File: src/rtl/vga_frame_monitor.sv
// Receive-side VGA timing monitor: recovers pixel coordinates, validates sync timing, tracks lock.
// Optional per-frame CRC-16/CCITT of active pixels when FRAME_CRC_EN is defined.
module vga_frame_monitor #(
   parameter int unsigned H_ACTIVE    = 640,
   parameter int unsigned H_FP        = 16,
   parameter int unsigned H_SYNC      = 96,
   parameter int unsigned H_BP        = 48,
   parameter int unsigned V_ACTIVE    = 480,
   parameter int unsigned V_FP        = 10,
   parameter int unsigned V_SYNC      = 2,
   parameter int unsigned V_BP        = 33,
   parameter logic        SYNC_ACT    = 1'b0,
   parameter int unsigned LOCK_FRAMES = 2
) (
   input  logic        sys_clk,
   input  logic        sys_rst_n,
   input  logic        pix_ce,
   input  logic        hsync,
   input  logic        vsync,
   input  logic [15:0] rgb,
   output logic        pix_valid,
   output logic [9:0]  pix_x,
   output logic [9:0]  pix_y,
   output logic [15:0] pix_rgb,
   output logic        frame_done,
   output logic        locked,
   output logic        h_err,
   output logic        v_err,
   output logic [7:0]  err_cnt,
   output logic [15:0] frame_crc
);

   localparam logic [10:0] H_TOTAL = 11'(H_ACTIVE + H_FP + H_SYNC + H_BP);
   localparam logic [10:0] V_TOTAL = 11'(V_ACTIVE + V_FP + V_SYNC + V_BP);
   localparam logic [10:0] H_START = 11'(H_SYNC + H_BP);
   localparam logic [10:0] H_END   = 11'(H_SYNC + H_BP + H_ACTIVE);
   localparam logic [10:0] V_START = 11'(V_SYNC + V_BP);
   localparam logic [10:0] V_END   = 11'(V_SYNC + V_BP + V_ACTIVE);
   localparam logic [3:0]  LOCK_N  = 4'(LOCK_FRAMES);

   typedef enum logic [1:0] {StSearch, StTrack, StLocked} state_t;

   state_t      state_q, state_d;
   logic        hs_prev_q, vs_prev_q;
   logic [9:0]  h_cnt_q, h_cnt_d, v_cnt_q, v_cnt_d;
   logic [3:0]  good_q, good_d;
   logic        dirty_q, dirty_d;
   logic        h_seen_q, h_seen_d;
   logic        hs_edge, vs_edge, h_err_c, v_err_c, any_err, in_win;
   logic [10:0] h_off, v_off;

   always_comb begin
      hs_edge = pix_ce && (hsync == SYNC_ACT) && (hs_prev_q != SYNC_ACT);
      vs_edge = pix_ce && (vsync == SYNC_ACT) && (vs_prev_q != SYNC_ACT);
      // Length checks always look at the counts before this sample resets them.
      h_err_c = hs_edge && h_seen_q && (({1'b0, h_cnt_q} + 11'd1) != H_TOTAL);
      v_err_c = vs_edge && (state_q != StSearch) && (({1'b0, v_cnt_q} + 11'd1) != V_TOTAL);
      any_err = h_err_c || v_err_c;

      h_cnt_d = h_cnt_q;
      v_cnt_d = v_cnt_q;
      if (pix_ce) begin
         if (hs_edge)                 h_cnt_d = 10'd0;
         else if (h_cnt_q != 10'h3FF) h_cnt_d = h_cnt_q + 10'd1;
         if (vs_edge)                            v_cnt_d = 10'd0;
         else if (hs_edge && v_cnt_q != 10'h3FF) v_cnt_d = v_cnt_q + 10'd1;
      end

      h_off  = {1'b0, h_cnt_d} - H_START;
      v_off  = {1'b0, v_cnt_d} - V_START;
      in_win = pix_ce && (state_q != StSearch)
               && ({1'b0, h_cnt_d} >= H_START) && ({1'b0, h_cnt_d} < H_END)
               && ({1'b0, v_cnt_d} >= V_START) && ({1'b0, v_cnt_d} < V_END);

      state_d  = state_q;
      good_d   = good_q;
      h_seen_d = h_seen_q || hs_edge;
      // A frame is clean only if no error occurred anywhere since the last vs_edge.
      dirty_d  = vs_edge ? 1'b0 : (dirty_q || any_err);
      case (state_q)
         StSearch: begin
            if (vs_edge) begin
               state_d = StTrack;
               good_d  = 4'd0;
            end
         end
         StTrack: begin
            if (vs_edge) begin
               if (any_err || dirty_q) begin
                  good_d = 4'd0;
               end else begin
                  good_d = good_q + 4'd1;
                  if (good_q + 4'd1 == LOCK_N) state_d = StLocked;
               end
            end else if (any_err) begin
               good_d = 4'd0;
            end
         end
         StLocked: begin
            if (any_err) begin
               state_d  = StSearch;
               h_seen_d = 1'b0;
            end
         end
         default: state_d = StSearch;
      endcase
   end

   always_ff @(posedge sys_clk or negedge sys_rst_n) begin
      if (!sys_rst_n) begin
         state_q    <= StSearch;
         hs_prev_q  <= ~SYNC_ACT;
         vs_prev_q  <= ~SYNC_ACT;
         h_cnt_q    <= 10'd0;
         v_cnt_q    <= 10'd0;
         good_q     <= 4'd0;
         dirty_q    <= 1'b0;
         h_seen_q   <= 1'b0;
         pix_valid  <= 1'b0;
         pix_x      <= 10'd0;
         pix_y      <= 10'd0;
         pix_rgb    <= 16'd0;
         frame_done <= 1'b0;
         locked     <= 1'b0;
         h_err      <= 1'b0;
         v_err      <= 1'b0;
         err_cnt    <= 8'd0;
      end else begin
         state_q    <= state_d;
         h_cnt_q    <= h_cnt_d;
         v_cnt_q    <= v_cnt_d;
         good_q     <= good_d;
         dirty_q    <= dirty_d;
         h_seen_q   <= h_seen_d;
         frame_done <= vs_edge;
         h_err      <= h_err_c;
         v_err      <= v_err_c;
         locked     <= (state_d == StLocked);
         if (any_err && err_cnt != 8'hFF) err_cnt <= err_cnt + 8'd1;
         if (pix_ce) begin
            hs_prev_q <= hsync;
            vs_prev_q <= vsync;
            pix_valid <= in_win;
            pix_x     <= in_win ? h_off[9:0] : 10'd0;
            pix_y     <= in_win ? v_off[9:0] : 10'd0;
            pix_rgb   <= in_win ? rgb : 16'd0;
         end
      end
   end

`ifdef FRAME_CRC_EN
   logic [15:0] crc_acc_q;

   function automatic logic [15:0] crc_step(input logic [15:0] c, input logic [15:0] d);
      logic [15:0] r;
      logic        fb;
      r = c;
      for (int i = 15; i >= 0; i--) begin
         fb = r[15] ^ d[i];
         r  = {r[14:0], 1'b0} ^ (fb ? 16'h1021 : 16'h0000);
      end
      return r;
   endfunction

   always_ff @(posedge sys_clk or negedge sys_rst_n) begin
      if (!sys_rst_n) begin
         crc_acc_q <= 16'hFFFF;
         frame_crc <= 16'h0000;
      end else if (vs_edge) begin
         frame_crc <= crc_acc_q;
         crc_acc_q <= 16'hFFFF;
      end else if (in_win) begin
         crc_acc_q <= crc_step(crc_acc_q, rgb);
      end
   end
`else
   assign frame_crc = 16'h0000;
`endif

endmodule

File: config.mk
export PLATFORM = sky130hd
export DESIGN_NAME = vga_frame_monitor
export DESIGN_NICKNAME = d
export VERILOG_FILES = /design/src/rtl/vga_frame_monitor.sv
export SDC_FILE = /design/constraint.sdc
export NUM_CORES = 1
export LEC_CHECK = 0
export ABC_AREA = 1
export BUFFER_PORTS_ARGS = -buffer_cell sky130_fd_sc_hd__buf_2
export CAP_MARGIN = 25
export CORE_MARGIN = 2
export CORE_UTILIZATION = 40
export CTS_CLUSTER_SIZE = 12
export DETAILED_ROUTE_END_ITERATION = 8
export GPL_ROUTABILITY_DRIVEN = 1
export SLEW_MARGIN = 20
export SYNTH_ARGS = -nofsm -noshare
export SYNTH_HDL_FRONTEND = slang
export SYNTH_SLANG_ARGS = --single-unit
File: constraint.sdc
create_clock -name sys_clk -period 6.75 [get_ports sys_clk]
set_clock_uncertainty 0.2 [all_clocks]
set_input_delay 1.0125 -clock sys_clk [delete_from_list [all_inputs] [get_ports sys_clk]]
set_output_delay 1.0125 -clock sys_clk [all_outputs]
set_load 0.03 [all_outputs]
======== Word level (Yosys, flattened, before mapping) ========
Index checks and enable logic that the tools add are counted.
operators by class
  bitwise logic cells ..................... 2
  equal/unequal tests ..................... 11
  muxes and demuxes ....................... 23
  reduce and logical (&&, ||, !) cells .... 22
  order comparisons ....................... 4
  $add $sub $neg .......................... 8
operators by type and width
  cell                                                                        number
  10-bit two-way mux                                                          8
  10-bit by 1-bit adder with 11-bit output (second input constant)            2
  11-bit by 10-bit inequality test with 1-bit output (second input constant)  2
  10-bit by 1-bit adder with 10-bit output (second input constant)            2
  10-bit < comparator (second input constant)                                 2
  10-bit inequality test (second input constant)                              2
  16-bit two-way mux                                                          1
  4-bit two-way mux                                                           4
  1-bit logical AND                                                           15
  10-bit by 6-bit >= comparator with 1-bit output (second input constant)     1
  10-bit by 8-bit >= comparator with 1-bit output (second input constant)     1
  2-bit two-way mux                                                           5
  10-bit by 6-bit subtractor with 10-bit output (second input constant)       1
  10-bit by 8-bit subtractor with 10-bit output (second input constant)       1
  8-bit by 1-bit adder with 8-bit output (second input constant)              1
  8-bit inequality test (second input constant)                               1
  4-bit one-hot mux with 2 select lines                                       1
  2-bit one-hot mux with 3 select lines                                       1
  4-bit by 1-bit adder with 4-bit output (second input constant)              1
  2-bit == test (second input constant)                                       2
  4-bit by 2-bit == test with 1-bit output (second input constant)            1
  2-bit nonzero test                                                          2
  1-bit logical OR                                                            3
  1-bit two-way mux                                                           3
  other kinds (6)                                                             7
storage, ports and cells
  register bits ........................... 79

======== Depth between registers and ports, before layout ========
  depth in word-level cells ............... 11
  depth in mapped cells ................... 19

======== Worst setup path before layout ========
OpenSTA, ideal clock, no wires.
  kind .................................... input-to-reg
  start point ............................. input port pix_ce
  end point ............................... register pix_x[3]
  buffers on the path ..................... 1
  cell stages on the path ................. 17
  slack ................................... 3.740 ns
  arrival time ............................ 2.693 ns
  cell sequence ........................... inv_2 -> nor2_2 -> nand2_2 -> inv_4 -> nand2_4 -> clkinv_2 -> nand2_1 -> a21oi_1 -> ha_1 -> inv_1 -> nand2_1 -> nor2_2 -> nor2_2 -> nor2_8 -> buf_6 -> nand2_1 -> nand2_1
on the way
  cells in the longest elaborated chain, start to end .. 10
  elaborated cells between the ends (all ways) .. 21
  classes of those cells .................. add/sub (1); order compare (4); mux (6); reduce/logical (10)
ends and longest elaborated chain
  what                                             RTL line  text
  start, declared                                  17        input logic pix_ce,
  1-bit logical AND (2 in a row)                   53        hs_edge = pix_ce && (hsync == SYNC_ACT) && (hs_prev_q != SYNC_ACT);
  1-bit logical AND                                66        else if (hs_edge && v_cnt_q != 10'h3FF) v_cnt_d = v_cnt_q + 10'd1;
  10-bit two-way mux                               66
  10-bit two-way mux                               65        if (vs_edge) v_cnt_d = 10'd0;
  10-bit two-way mux (*)                           62        if (pix_ce) begin
  via v_cnt_d[1]                                   45        logic [9:0] h_cnt_q, h_cnt_d, v_cnt_q, v_cnt_d;
  10-bit by 6-bit >= comparator with 1-bit output  73        && ({1'b0, v_cnt_d} >= V_START) && ({1'b0, v_cnt_d} < V_END);
  1-bit logical AND                                73
  1-bit logical AND (*)                            73
  10-bit two-way mux (*)                           144       pix_x <= in_win ? h_off[9:0] : 10'd0;
  end signal, assigned                             144
  end, declared                                    22        output logic [9:0] pix_x,
The timed path passes the listed nets; every way through them passes the cells marked *.
A chain may end at the register's enable or synchronous reset.

======== Worst setup path in the final report ========
  start point ............................. input port pix_ce
  end point ............................... register pix_y[3]
on the way
  elaborated cells between the ends (all ways) .. 21
  classes of those cells .................. add/sub (1); order compare (4); mux (6); reduce/logical (10)
RTL lines
  what                                             RTL line  text
  1-bit logical AND (*) (2 in a row)               54        vs_edge = pix_ce && (vsync == SYNC_ACT) && (vs_prev_q != SYNC_ACT);
  via vs_edge                                      49        logic hs_edge, vs_edge, h_err_c, v_err_c, any_err, in_win;
  10-bit two-way mux (*)                           65
  10-bit two-way mux (*)                           62
  via v_cnt_d[1]                                   45
  10-bit by 6-bit >= comparator with 1-bit output  73
  1-bit logical AND (2 in a row)                   73
  10-bit two-way mux (*)                           145       pix_y <= in_win ? v_off[9:0] : 10'd0;
  end signal, assigned                             145
  end, declared                                    23        output logic [9:0] pix_y,
Marked as above.

==> reports/qor.yml <==
routing:
  via_per_inst: 4.762
  drt_wl_total_mm: 9.972
  vias: 3838
  post_drt_wl_per_cell_um: 12.37
  drt_first_pass_iters: 5
  drt_iter0_markers: 170
  ant_nets: 0
  route.detailed.drc: 0
logic_synthesis:
  synth_area_leaders: "dfrtp_1 (44%), nand2_1 (22%), nand3_1 (5.2%)"
  yosysUniqueCellTypes: 35
  syn_area_sq_um: 4397
  netlist_instances: 592
  synth.avg_cell_area_sq_um: 7.427
  yosysSeqAreaShare_pct: 45.02
  ys_ff_latch: 79
  synth_top_area_cell: "dfrtp_1"
  yosys_warnings: 0
  yosysTopAreaCellShare_pct: 43.82
placement:
  placed_area_sq_um: 4795
  portBuffers: 69
  globalplace.congestion: 0.9119
  hpwl_mm: 7.247
floorplanning:
  ios: 86
  core_area_sq_um: 10790
  fp.dieH_um: 108.8
  core.rowCount: 38
  die_area_sq_um: 11850
  start_util_pct: 40.74
  die_x_um: 108.8
layout:
  syn_to_final_growth_pct: 13.63
  final_cell_mix: "nand2_1 (252), dfrtp_1 (77), buf_2 (68)"
  final_common_cell: "nand2_1"
  diodes: 0
  drive_gt1_share_pct: 16.22
  stdcell_area_sq_um: 4996
  final_nets: 691
cts:
  clkTransAtPathRegs_ns: 0.08
  cts_hold_buf: 0
  root_buffer: "clkbuf_8"
  cts_tree: "done"
  postCtsSetupRepairBufs: 0
  numCtsBuffers: 9
  htree_levels: 3
  cts-resized-gates: 0
  cts.path.max_buffers: 2
  clkLatencyLatePin_ns: 0.36
  clock-sinks: 79
critical_path:
  cp.required_ns: 6.84
  crit_slowest_cell: "inv_2"
  crit_fanout: 44
  cp_cell_sequence: "buf_2 > inv_2 > nor2_1 > nand2_1 > inv_1 > a21oi_1 > ha_1 > nand3_1 > nand3_1 > nand3_2 > nor2_8 > nand2_1 > nand2_1"
  endpoint_kind: "register"
  arrival_ns: 4.05
  crit_type: "input pin to register"
  critPathMostFrequentCell: "nand2_1"
  slowest_delay_ns: 0.59
  setup.worst_path.start_class: "input pin"
  r2r_cells: 16
timing:
  fmax_mhz: 252.3
  drv_slew: 0
  grt_setup_unrepaired: "no"
  min_period_over_period_pct: 58.72
  fin_setup_tns_ns: 0
  worst_pin_slew_ns: 0.7476
  setup_viol: 0
  relSlewSlack_pct: 50.09
  hold_viol: 0
  period_needed_ns: 3.964
power_and_ir_drop:
  p_leak_nw: 2.933
  total_power_mw: 1.553
  powerDensity_nw_per_um2: 310.8
  irDropWorstVdd_mv: 0.2497
global_routing:
  antenna_found_initial: 0
  grt_pass1_wl_mm: 17.32
  grt_max_degree: 80
  track_usage_pct: 18.71
  grt_pass1_vias: 3643
  gr-total-overflow: 0
min_path:
  min-delay-path-class: "register to register"
  holdPathStages: 2
run:
  max_cap_violations: 0
run_status:
  status: "finished, final reports clean"
## final timing paths
check / startpoint / to / slack, ns
max: pix_ce / pix_y[3] / 2.79
min: pix_x[3] / pix_x[3] / 0.28
max reg2reg: h_cnt_q[0] / pix_y[3] / 3.33
min reg2reg: pix_x[3] / pix_x[3] / 0.28
max in group asynchronous: sys_rst_n / pix_rgb[5] / 5.39
min in group asynchronous: sys_rst_n / good_q[0] / 0.47
## synth_stat cells, drive strengths merged
cell type and instances:
nand3b 2, o21bai 1, conb 1, inv 67, nor2 44, a2bb2oi 1
xor2 10, nand2 254, buf 20, o21ai 14, a21oi 5, xnor2 11
ha 9, nor3 1, nand3 50, and3 1, dfstp 2, dfrtp 77
nand4 12, a31oi 2, nor3b 1, clkbuf 6, clkinv 1
## report_power, final
group	total (mW)	switching [mW]	internal, mW
Clock	0.356	0.175	0.181
Combinational	0.543	0.381	0.162
Sequential	0.653	0.0881	0.565
## through the flow
| step | util [%] | cells | setup WS (ns) | hold slack (ns) |
|---|---|---|---|---|
| floorplan | - | 607 | 3.740 | 0.2713 |
| global placement | 44.42 | 790 | 2.481 | 0.2620 |
| detailed placement | 44.42 | 790 | 2.366 | 0.2614 |
| CTS | 46.26 | 806 | 2.754 | 0.2865 |
| global route | 46.29 | 806 | 2.368 | 0.3040 |
| finish | 46.29 | 806 | 2.786 | 0.2833 |
## cells by family after synthesis
logic type	count (synthesis)	share of synthesized area (%)
compound gates	23	2.817
buf+inv	94	10.02
xor+xnor	21	4.183
other cells	1	0.08529
fa+ha+maj	9	2.561
simple gates	365	35.32
flops	79	45.02
## sequential cells by signal, indices dropped and copies added (netlist names), 2 cells and up
name     count
state_q      2
good_q       4
pix_x       10
h_cnt_q     10
pix_rgb     16
v_cnt_q     10
err_cnt      8
pix_y       10
## final cells by class
cell class              count  area (sq um)
fillers                  1078          5797
multi-input cells         434          2033
flip-flops and latches     79          1979
repair buffers             69         351.6
inverters                  68         259.0
well taps                 140         175.2
clock buffers              11         141.4
clock inverters             5         56.30
## layer usage
layer / GRT usage [%] / wire length (um) / vias to the layer above
li1: - / - / 1932
met1: 25.53 / 4607 / 1776
met2: 28.97 / 4631 / 116
met3: 3.108 / 519 / 14
met4: 8.974 / 214 / 0
met5: 0 / 0 / -
## critical path, delay by kind of cell
kind | cells | cell delay [ns]
AND/OR/NAND/NOR | 8 | 1.43
AO/OA/AOI/OAI | 1 | 0.31
buffers and inverters | 3 | 1.02
adder cells (fa/ha/maj) | 1 | 0.26
Note: power is estimated with default switching activity, not from simulation.
